### config.mk
export PLATFORM = sky130hd
export DESIGN_NAME = cache_writeback
export DESIGN_NICKNAME = d
export VERILOG_FILES = /design/src/rtl/cache_writeback_pkg.sv /design/src/rtl/cache_writeback.sv
export SDC_FILE = /design/constraint.sdc
export NUM_CORES = 1
export LEC_CHECK = 0
export CAP_MARGIN = 40
export CORE_AREA = 2 2 165 167
export CTS_BUF_LIST = sky130_fd_sc_hd__clkbuf_16
export CTS_CLUSTER_DIAMETER = 100
export CTS_CLUSTER_SIZE = 10
export DETAILED_ROUTE_END_ITERATION = 8
export DIE_AREA = 0 0 167 169
export GPL_TIMING_DRIVEN = 0
export PLACE_DENSITY_LB_ADDON = 0.08
export SLEW_MARGIN = 20
export SYNTH_ARGS = -nofsm -noshare
export SYNTH_HDL_FRONTEND = slang
export SYNTH_SLANG_ARGS = --single-unit
### constraint.sdc
create_clock -name clk -period 2.5 [get_ports clk]
set_input_delay 0.25 -clock clk [delete_from_list [all_inputs] [get_ports clk]]
set_output_delay 0.25 -clock clk [all_outputs]
set_load 0.05 [all_outputs]
### src/rtl/cache_writeback_pkg.sv
// Shared constants for the dirty-victim write-back stage: AXI encodings,
// the write-back AXI ID and the FSM state encodings.
package cache_writeback_pkg;

  localparam logic [3:0] WB_AWID        = 4'h5;
  localparam logic [1:0] AXI_BURST_INCR = 2'b01;
  localparam logic [1:0] AXI_RESP_OKAY  = 2'b00;

  typedef logic [2:0] wb_state_t;

  localparam wb_state_t S_IDLE = 3'd0;
  localparam wb_state_t S_SRD  = 3'd1;  // SRAM read issued
  localparam wb_state_t S_CAP  = 3'd2;  // SRAM data returns, captured
  localparam wb_state_t S_AW   = 3'd3;
  localparam wb_state_t S_W    = 3'd4;
  localparam wb_state_t S_B    = 3'd5;
  localparam wb_state_t S_DONE = 3'd6;

  // AXI awsize encoding for a beat of the given byte count
  function automatic logic [2:0] axi_size(input int bytes);
    return 3'($clog2(bytes));
  endfunction

endpackage

### src/rtl/cache_writeback.sv
// cache_writeback: dirty-victim write-back stage.
// On a dirty miss it reads the victim line + tag from the victim way's SRAMs,
// writes the line to memory as one AXI-4 INCR burst, and pulses wb_rsp (with
// wb_err on a bad response) when the B response arrives.
// Ports:
//   clk / reset (async, active-low)
//   info_*            lookup result from the tag-compare stage
//   core_index        set index, stable until wb_rsp
//   wb_*_cen0/1, wb_sram_addr, data_rdata0/1, tag_rdata0/1   victim SRAM read
//   wb_aw*/wb_w*/wb_b*   AXI-4 write channels
//   wb_busy           FSM not idle
//   wb_rsp / wb_err   completion pulse / error qualifier
module cache_writeback
  import cache_writeback_pkg::*;
#(
  parameter int ADDR_W   = 32,
  parameter int DATA_W   = 32,
  parameter int BEATS    = 4,
  parameter int TAG_W    = 20,
  parameter int INDEX_W  = 8,
  parameter int OFFSET_W = 2,
  parameter int ID_W     = 4
) (
  input  logic                    clk,
  input  logic                    reset,
  input  logic                    info_miss,
  input  logic                    info_rplc_dirty,
  input  logic                    info_rplc_way,
  input  logic                    info_rsp,
  input  logic [INDEX_W-1:0]      core_index,
  output logic                    wb_data_cen0,
  output logic                    wb_data_cen1,
  output logic                    wb_tag_cen0,
  output logic                    wb_tag_cen1,
  output logic [INDEX_W-1:0]      wb_sram_addr,
  input  logic [BEATS*DATA_W-1:0] data_rdata0,
  input  logic [BEATS*DATA_W-1:0] data_rdata1,
  input  logic [TAG_W-1:0]        tag_rdata0,
  input  logic [TAG_W-1:0]        tag_rdata1,
  output logic [ID_W-1:0]         wb_awid,
  output logic [ADDR_W-1:0]       wb_awaddr,
  output logic [7:0]              wb_awlen,
  output logic [2:0]              wb_awsize,
  output logic [1:0]              wb_awburst,
  output logic                    wb_awvalid,
  input  logic                    wb_awready,
  output logic [DATA_W-1:0]       wb_wdata,
  output logic [DATA_W/8-1:0]     wb_wstrb,
  output logic                    wb_wlast,
  output logic                    wb_wvalid,
  input  logic                    wb_wready,
  input  logic [ID_W-1:0]         wb_bid,
  input  logic [1:0]              wb_bresp,
  input  logic                    wb_bvalid,
  output logic                    wb_bready,
  output logic                    wb_busy,
  output logic                    wb_rsp,
  output logic                    wb_err
);

  localparam int LINE_W = BEATS * DATA_W;
  localparam int SIZE_W = $clog2(DATA_W / 8);

  wb_state_t           state_q, state_d;
  logic                way_q, way_d;
  logic [LINE_W-1:0]   line_q, line_d;
  logic [TAG_W-1:0]    tag_q, tag_d;
  logic [OFFSET_W-1:0] cnt_q, cnt_d;
  logic                err_q, err_d;

  logic start, last_beat;
  logic in_srd, in_aw, in_w;

  assign start     = info_miss & info_rplc_dirty & info_rsp;
  assign last_beat = (cnt_q == OFFSET_W'(BEATS - 1));

  always_comb begin
    state_d = state_q;
    way_d   = way_q;
    line_d  = line_q;
    tag_d   = tag_q;
    cnt_d   = cnt_q;
    err_d   = err_q;
    case (state_q)
      S_IDLE: if (start) begin
        way_d   = info_rplc_way;
        state_d = S_SRD;
      end
      S_SRD: state_d = S_CAP;
      S_CAP: begin
        line_d  = way_q ? data_rdata1 : data_rdata0;
        tag_d   = way_q ? tag_rdata1  : tag_rdata0;
        state_d = S_AW;
      end
      S_AW: begin
        cnt_d = '0;
        if (wb_awready) state_d = S_W;
      end
      S_W: if (wb_wready) begin
        // Clear instead of incrementing past the last beat so the counter
        // never wraps inside a burst.
        if (last_beat) begin
          cnt_d   = '0;
          state_d = S_B;
        end else begin
          cnt_d = cnt_q + 1'b1;
        end
      end
      S_B: if (wb_bvalid) begin
        err_d   = (wb_bresp != AXI_RESP_OKAY) | (wb_bid != ID_W'(WB_AWID));
        state_d = S_DONE;
      end
      S_DONE:  state_d = S_IDLE;
      default: state_d = S_IDLE;
    endcase
  end

  always_ff @(posedge clk or negedge reset) begin
    if (!reset) begin
      state_q <= S_IDLE;
      way_q   <= 1'b0;
      line_q  <= '0;
      tag_q   <= '0;
      cnt_q   <= '0;
      err_q   <= 1'b0;
    end else begin
      state_q <= state_d;
      way_q   <= way_d;
      line_q  <= line_d;
      tag_q   <= tag_d;
      cnt_q   <= cnt_d;
      err_q   <= err_d;
    end
  end

  assign in_srd = (state_q == S_SRD);
  assign in_aw  = (state_q == S_AW);
  assign in_w   = (state_q == S_W);

  // All outputs are decoded from state so an async reset forces them to 0.
  assign wb_data_cen0 = in_srd & ~way_q;
  assign wb_tag_cen0  = in_srd & ~way_q;
  assign wb_data_cen1 = in_srd &  way_q;
  assign wb_tag_cen1  = in_srd &  way_q;
  assign wb_sram_addr = in_srd ? core_index : '0;

  assign wb_awvalid = in_aw;
  assign wb_awid    = in_aw ? ID_W'(WB_AWID) : '0;
  assign wb_awaddr  = in_aw ? ADDR_W'({tag_q, core_index, {OFFSET_W{1'b0}}, {SIZE_W{1'b0}}}) : '0;
  assign wb_awlen   = in_aw ? 8'(BEATS - 1) : '0;
  assign wb_awsize  = in_aw ? axi_size(DATA_W / 8) : '0;
  assign wb_awburst = in_aw ? AXI_BURST_INCR : '0;

  assign wb_wvalid = in_w;
  assign wb_wdata  = in_w ? line_q[int'(cnt_q)*DATA_W +: DATA_W] : '0;
  assign wb_wstrb  = in_w ? '1 : '0;
  assign wb_wlast  = in_w & last_beat;

  assign wb_bready = (state_q == S_B);
  assign wb_busy   = (state_q != S_IDLE);
  assign wb_rsp    = (state_q == S_DONE);
  assign wb_err    = (state_q == S_DONE) & err_q;

endmodule

After elaboration in Yosys (flattened, before gate mapping)
Cells that the tools add are included.
Widths: inputs -> output; s select.
- register bits after elaboration: 155
- output and inout bits: 104
- logic and storage cells: 56
- add/sub/neg operators: 1
- eq/ne operators: 13
- shift-type cells: 1
- muxes and demuxes: 19
- bitwise operators: 8
- reduce and logical (&&, ||, !) cells: 8
- operator list (cell ; count):
    $mux 128 ; 1
    $shiftx 128x8->32 ; 1
    $mux 32 ; 2
    $mux 20 ; 1
    $mux 3 ; 6
    $pmux 3 s6 ; 1
    $ne 2x2->1 const B ; 5
    $eq 3x3->1 const B ; 3
    $mux 2 ; 4
    $mux 8 ; 1
    $and 1x1->1 ; 6
    $eq 3x2->1 const B ; 2
    $reduce_and 2->1 ; 3
    $reduce_and 5->1 ; 1
    $mux 4 ; 1
    $ne 4x3->1 const B ; 1
    $pmux 2 s2 ; 1
    $reduce_bool 2->1 ; 2
    $eq 3x1->1 const B ; 1
    $logic_not 3->1 ; 1
    $reduce_bool 3->1 ; 1
    $add 2x1->2 const B ; 1
    $eq 2x2->1 const B ; 1
    $mux 1 ; 1
    other kinds (2) ; 2

Longest topological paths before layout
- word-level depth: 4
- depth in mapped cells: 7

Worst setup path before layout
OpenSTA, ideal clock, no wires.
- path kind: register to output
- start point: register state_q[1]
- end point: output port wb_tag_cen0
- arrival: 2.027 ns
- data required time: 2.250 ns
- slack: 0.223 ns
- stages on the path, launching flop included: 5
- buffers on the path: 2
- path through: dfrtp_1 -> clkbuf_1 -> nor3b_2 -> nor2b_1 -> buf_4
- word-level cells in the longest chain between the ends: 2
- RTL lines (what ; RTL line ; RTL):
    from (decl) ; cache_writeback.sv:64 ; wb_state_t state_q, state_d;
    from (signal assigned) ; cache_writeback.sv:127 ; state_q <= state_d;
    $eq 3x1->1 ; cache_writeback.sv:136 ; assign in_srd = (state_q == S_SRD);
    $and 1x1->1 ; -- ;
    to (decl) ; cache_writeback.sv:33 ; output logic wb_tag_cen0,
No other way between the ends.

Worst setup path after layout
- start point: register state_q[2]
- end point: output port wb_awaddr[31]
- word-level cells in the longest chain between the ends: 2
- RTL lines (what ; RTL line ; RTL):
    $eq 3x2->1 ; cache_writeback.sv:137 ; assign in_aw = (state_q == S_AW);
    $mux 32 ; cache_writeback.sv:149 ; assign wb_awaddr = in_aw ? ADDR_W'({tag_q, core_index, {OFFSET_W{1'b0}}, {SIZE_W{1'b0}}}) : '0;
    to (decl) ; cache_writeback.sv:41 ; output logic [ADDR_W-1:0] wb_awaddr,
No other way between the ends.

==> summary.txt <==
Yosys
  • Area share of xor/xnor cells in the synthesized design: 0%
  • Mapped cell area: 8770 µm²
  • Synth Area per Inst: 10.5 µm²
  • FFs w/ async S/R, synth: 100%
  • EDFF count, synth: 0
  • Yosys cell types: 34
  • Largest family of logic cells by synthesized area: multiplexers
  • Synth Register Bits: 155
  • Top FF cell, synth: dfrtp_1
  • Post-Synth Adder-Cell Area: 0.143%
  • Proportion of synthesized area in mux cells: 25.2%
  • Post-synthesis simple-gate area fraction: 13.4%
  • YS warnings: 0
  • Cell count after synthesis: 839
  • Compound-Gate Fraction of Synth Area: 9.63%
  • Register area share after synthesis: 44.2%

Clocking
  • TritonCTS Sinks: 155
  • H-tree Lvls: 4
  • CTS Buffer Depth: 2
  • Cts bufs inserted: 17
  • CTS root buf: clkbuf_16
  • Worst-Skew Late Latency: 0.42 ns
  • CTS tree: yes
  • Reg clk slew, reported paths: 0.06 ns

Critical path
  • Worst path required time: 2.25 ns
  • Arr. time, crit path: 2.18 ns
  • R2R Path End: line_q[61]
  • Kind of end point of the critical path: output port
  • R2R depth: 5
  • Slowest cell on the critical path: dfrtp_1
  • Worst-path maximum fanout: 10
  • Critical Path Start Type: flop
  • Worst path bufs/invs: 3
  • Crit-path leading delay family: buffers and inverters
  • R2r setup slk: 0.35 ns
  • Crit path cell chain: buf_2 > and3b_1 > clkbuf_4 > and2_1 > clkdlybuf4s15_2
  • Critical R2R Launch: way_q
  • Max incr delay on CP: 0.41 ns
  • Setup CP Type: reg2out

STA
  • # setup viols final: 0
  • Worst Tran Pin Value: 0.731 ns
  • Crit share post-route: 97.3%
  • Final Hold Viols: 0
  • Count of pins over their slew limit: 0
  • Fmax: 411 MHz
  • Clock Skew: 0.00547 ns
  • Normalized max-slew margin: 51.3%
  • Unrepaired setup endpoints after global routing: no
  • Clock period minus worst slack: 2.43 ns
  • Hold WS: 0.394 ns

Pwr
  • PwrDens: 1180 nW/µm²
  • Worst vdd ir: 0.687 mV
  • P_leak: 0.00587 µW
  • Total design power: 16400 µW

Floorplanning
  • Ports: 423
  • Starting density of the core: 33.1%
  • Die span in y: 169 µm
  • Width of the die: 167 µm
  • Die area: 28200 µm²
  • Core Region: 26500 µm²
  • Row count: 60

Final layout
  • Design Area, Final: 14000 µm²
  • Layout area overhead: 59.2%
  • Layout cells sized above 1: 19.1%
  • Fillers: 2519
  • Layout Nets: 1603
  • Antenna Cells: 0
  • Post-Layout Cell Count: 1636

GRT
  • Remaining Overflow, GRT: 0
  • GRT Overall Usage: 22.3%
  • Largest net degree at the start of global routing: 88
  • Vias in the first global route: 8196
  • Initial antenna violation count: 0
  • Global-route wire length before repair: 47700 µm

Flow run
  • MaxCap Viol Count: 0

Routing
  • Initial DRC count: 287
  • Wire length per cell: 19.5 µm
  • Via count: 7844
  • DRT Pass-1 Iters: 4
  • Avg Vias per Cell: 4.79
  • DRC viols: 0
  • Total Wirelength: 31900 µm
  • Post-route ant nets: 0

Placement
  • Gpl congestion: 0.795
  • Placed Cells incl. Taps: 1602
  • Port buffer count: 407
  • Detailed placement HPWL: 24300 µm
  • Placed cell area: 13400 µm²

Hold path
  • Hold Path Class: in2async

Run status
  • Status: finished clean
-- final cells by class --
class | instances | area, µm² | share of cell area, %
Buffer | 94 | 649 | 4.65
Clock buffer | 17 | 425 | 3.05
Clock inverter | 14 | 191 | 1.37
Inverter | 2 | 7.51 | 0.0538
Multi-Input combinational cell | 601 | 4320 | 30.9
Sequential cell | 155 | 3880 | 27.8
Tap cell | 341 | 427 | 3.06
Timing Repair Buffer | 412 | 4060 | 29.1
-- metrics by stage --
stage	setup TNS (ns)	worst slack, ns	util [%]
finish	0	0.0667	52.7
global route	0	0.000394	52.7
CTS	0	0.00642	53.3
detailed placement	-22.52	-0.736	50.4
global placement	-876.58	-5.53	50.3
floorplan	0	0.223	-
-- per-layer routing --
metal,wire [µm],global-route usage (%),vias to the layer above
li1,-,-,3774
met1,13100,27.6,3749
met2,16200,39.7,299
met3,2270,5.42,22
met4,368,4.65,0
met5,0,0,-
-- logic make-up after synthesis --
logic type                 Yosys count
and+or+nand+nor                    246
AOI/OAI and AO/OA                  158
adders and majority gates            1
muxes                              181
buffers and inverters               97
other                                1
DFF                                155
-- sequential cells by signal, summed over array words and instances (netlist names) --
register and cells:
state_q 3, tag_q 20, err_q 1, line_q 128
way_q 1, cnt_q 2
-- synthesized netlist by cell type (4+ instances only) --
library cell	number	area [µm²]
dfrtp_1	155	3880
buf_2	41	205
buf_4	33	248
nand2_1	4	15.0
a21oi_1	139	696
and2_1	72	450
mux4_2	32	721
mux2i_1	148	1480
buf_6	13	146
a21oi_2	10	87.6
nor2_1	152	571
clkbuf_1	8	30.0
-- timing repair --
action,in CTS,in global routing
pin swaps,1,1
endpoints found under the hold margin,86,0
setup buffers,2,1
cloned,0,0
setup endpoints to repair,88,40
resized for setup,254,56
hold buffers,1,0
-- cell usage in the layout, fill, tap and decap left out, types with 3 or more instances in the layout --
cell / n
a21oi_1: 139
a21oi_2: 10
a31oi_1: 3
and2_1: 72
buf_2: 61
buf_4: 39
buf_6: 12
bufinv_16: 4
clkbuf_16: 17
clkbuf_2: 8
clkdlybuf4s15_1: 5
clkdlybuf4s15_2: 46
clkdlybuf4s50_1: 318
conb_1: 15
dfrtp_1: 155
dlygate4sd2_1: 8
inv_1: 3
inv_6: 6
mux2i_1: 148
mux4_2: 32
nand2_1: 4
nand3b_1: 3
nor2_1: 151
-- worst max-delay path by stage --
| stage | cells after the start | startpoint | slack [ns] | to |
|---|---|---|---|---|
| 6_report | 5 | state_q[2] | 0.07 | wb_awaddr[31] |
| 3_5_place_dp | 5 | state_q[1] | -0.74 | wb_wdata[26] |
| 2_1_floorplan | 4 | state_q[1] | 0.22 | wb_tag_cen0 |
| 3_3_place_gp | 1 | reset | -5.53 | line_q[10] |
| 5_1_grt | 5 | state_q[2] | 0.0004 | wb_awaddr[18] |
| 4_1_cts | 4 | state_q[1] | 0.006 | wb_sram_addr[0] |
-- power by group --
part | internal [µW] | leakage, µW | switching [µW] | total (µW)
Clock | 1680 | 0.000302 | 1100 | 2780
Combinational | 3840 | 0.00387 | 5420 | 9270
Sequential | 3750 | 0.00169 | 640 | 4390
Total | 9270 | 0.00587 | 7160 | 16400
(Power assumes the default switching activity.)
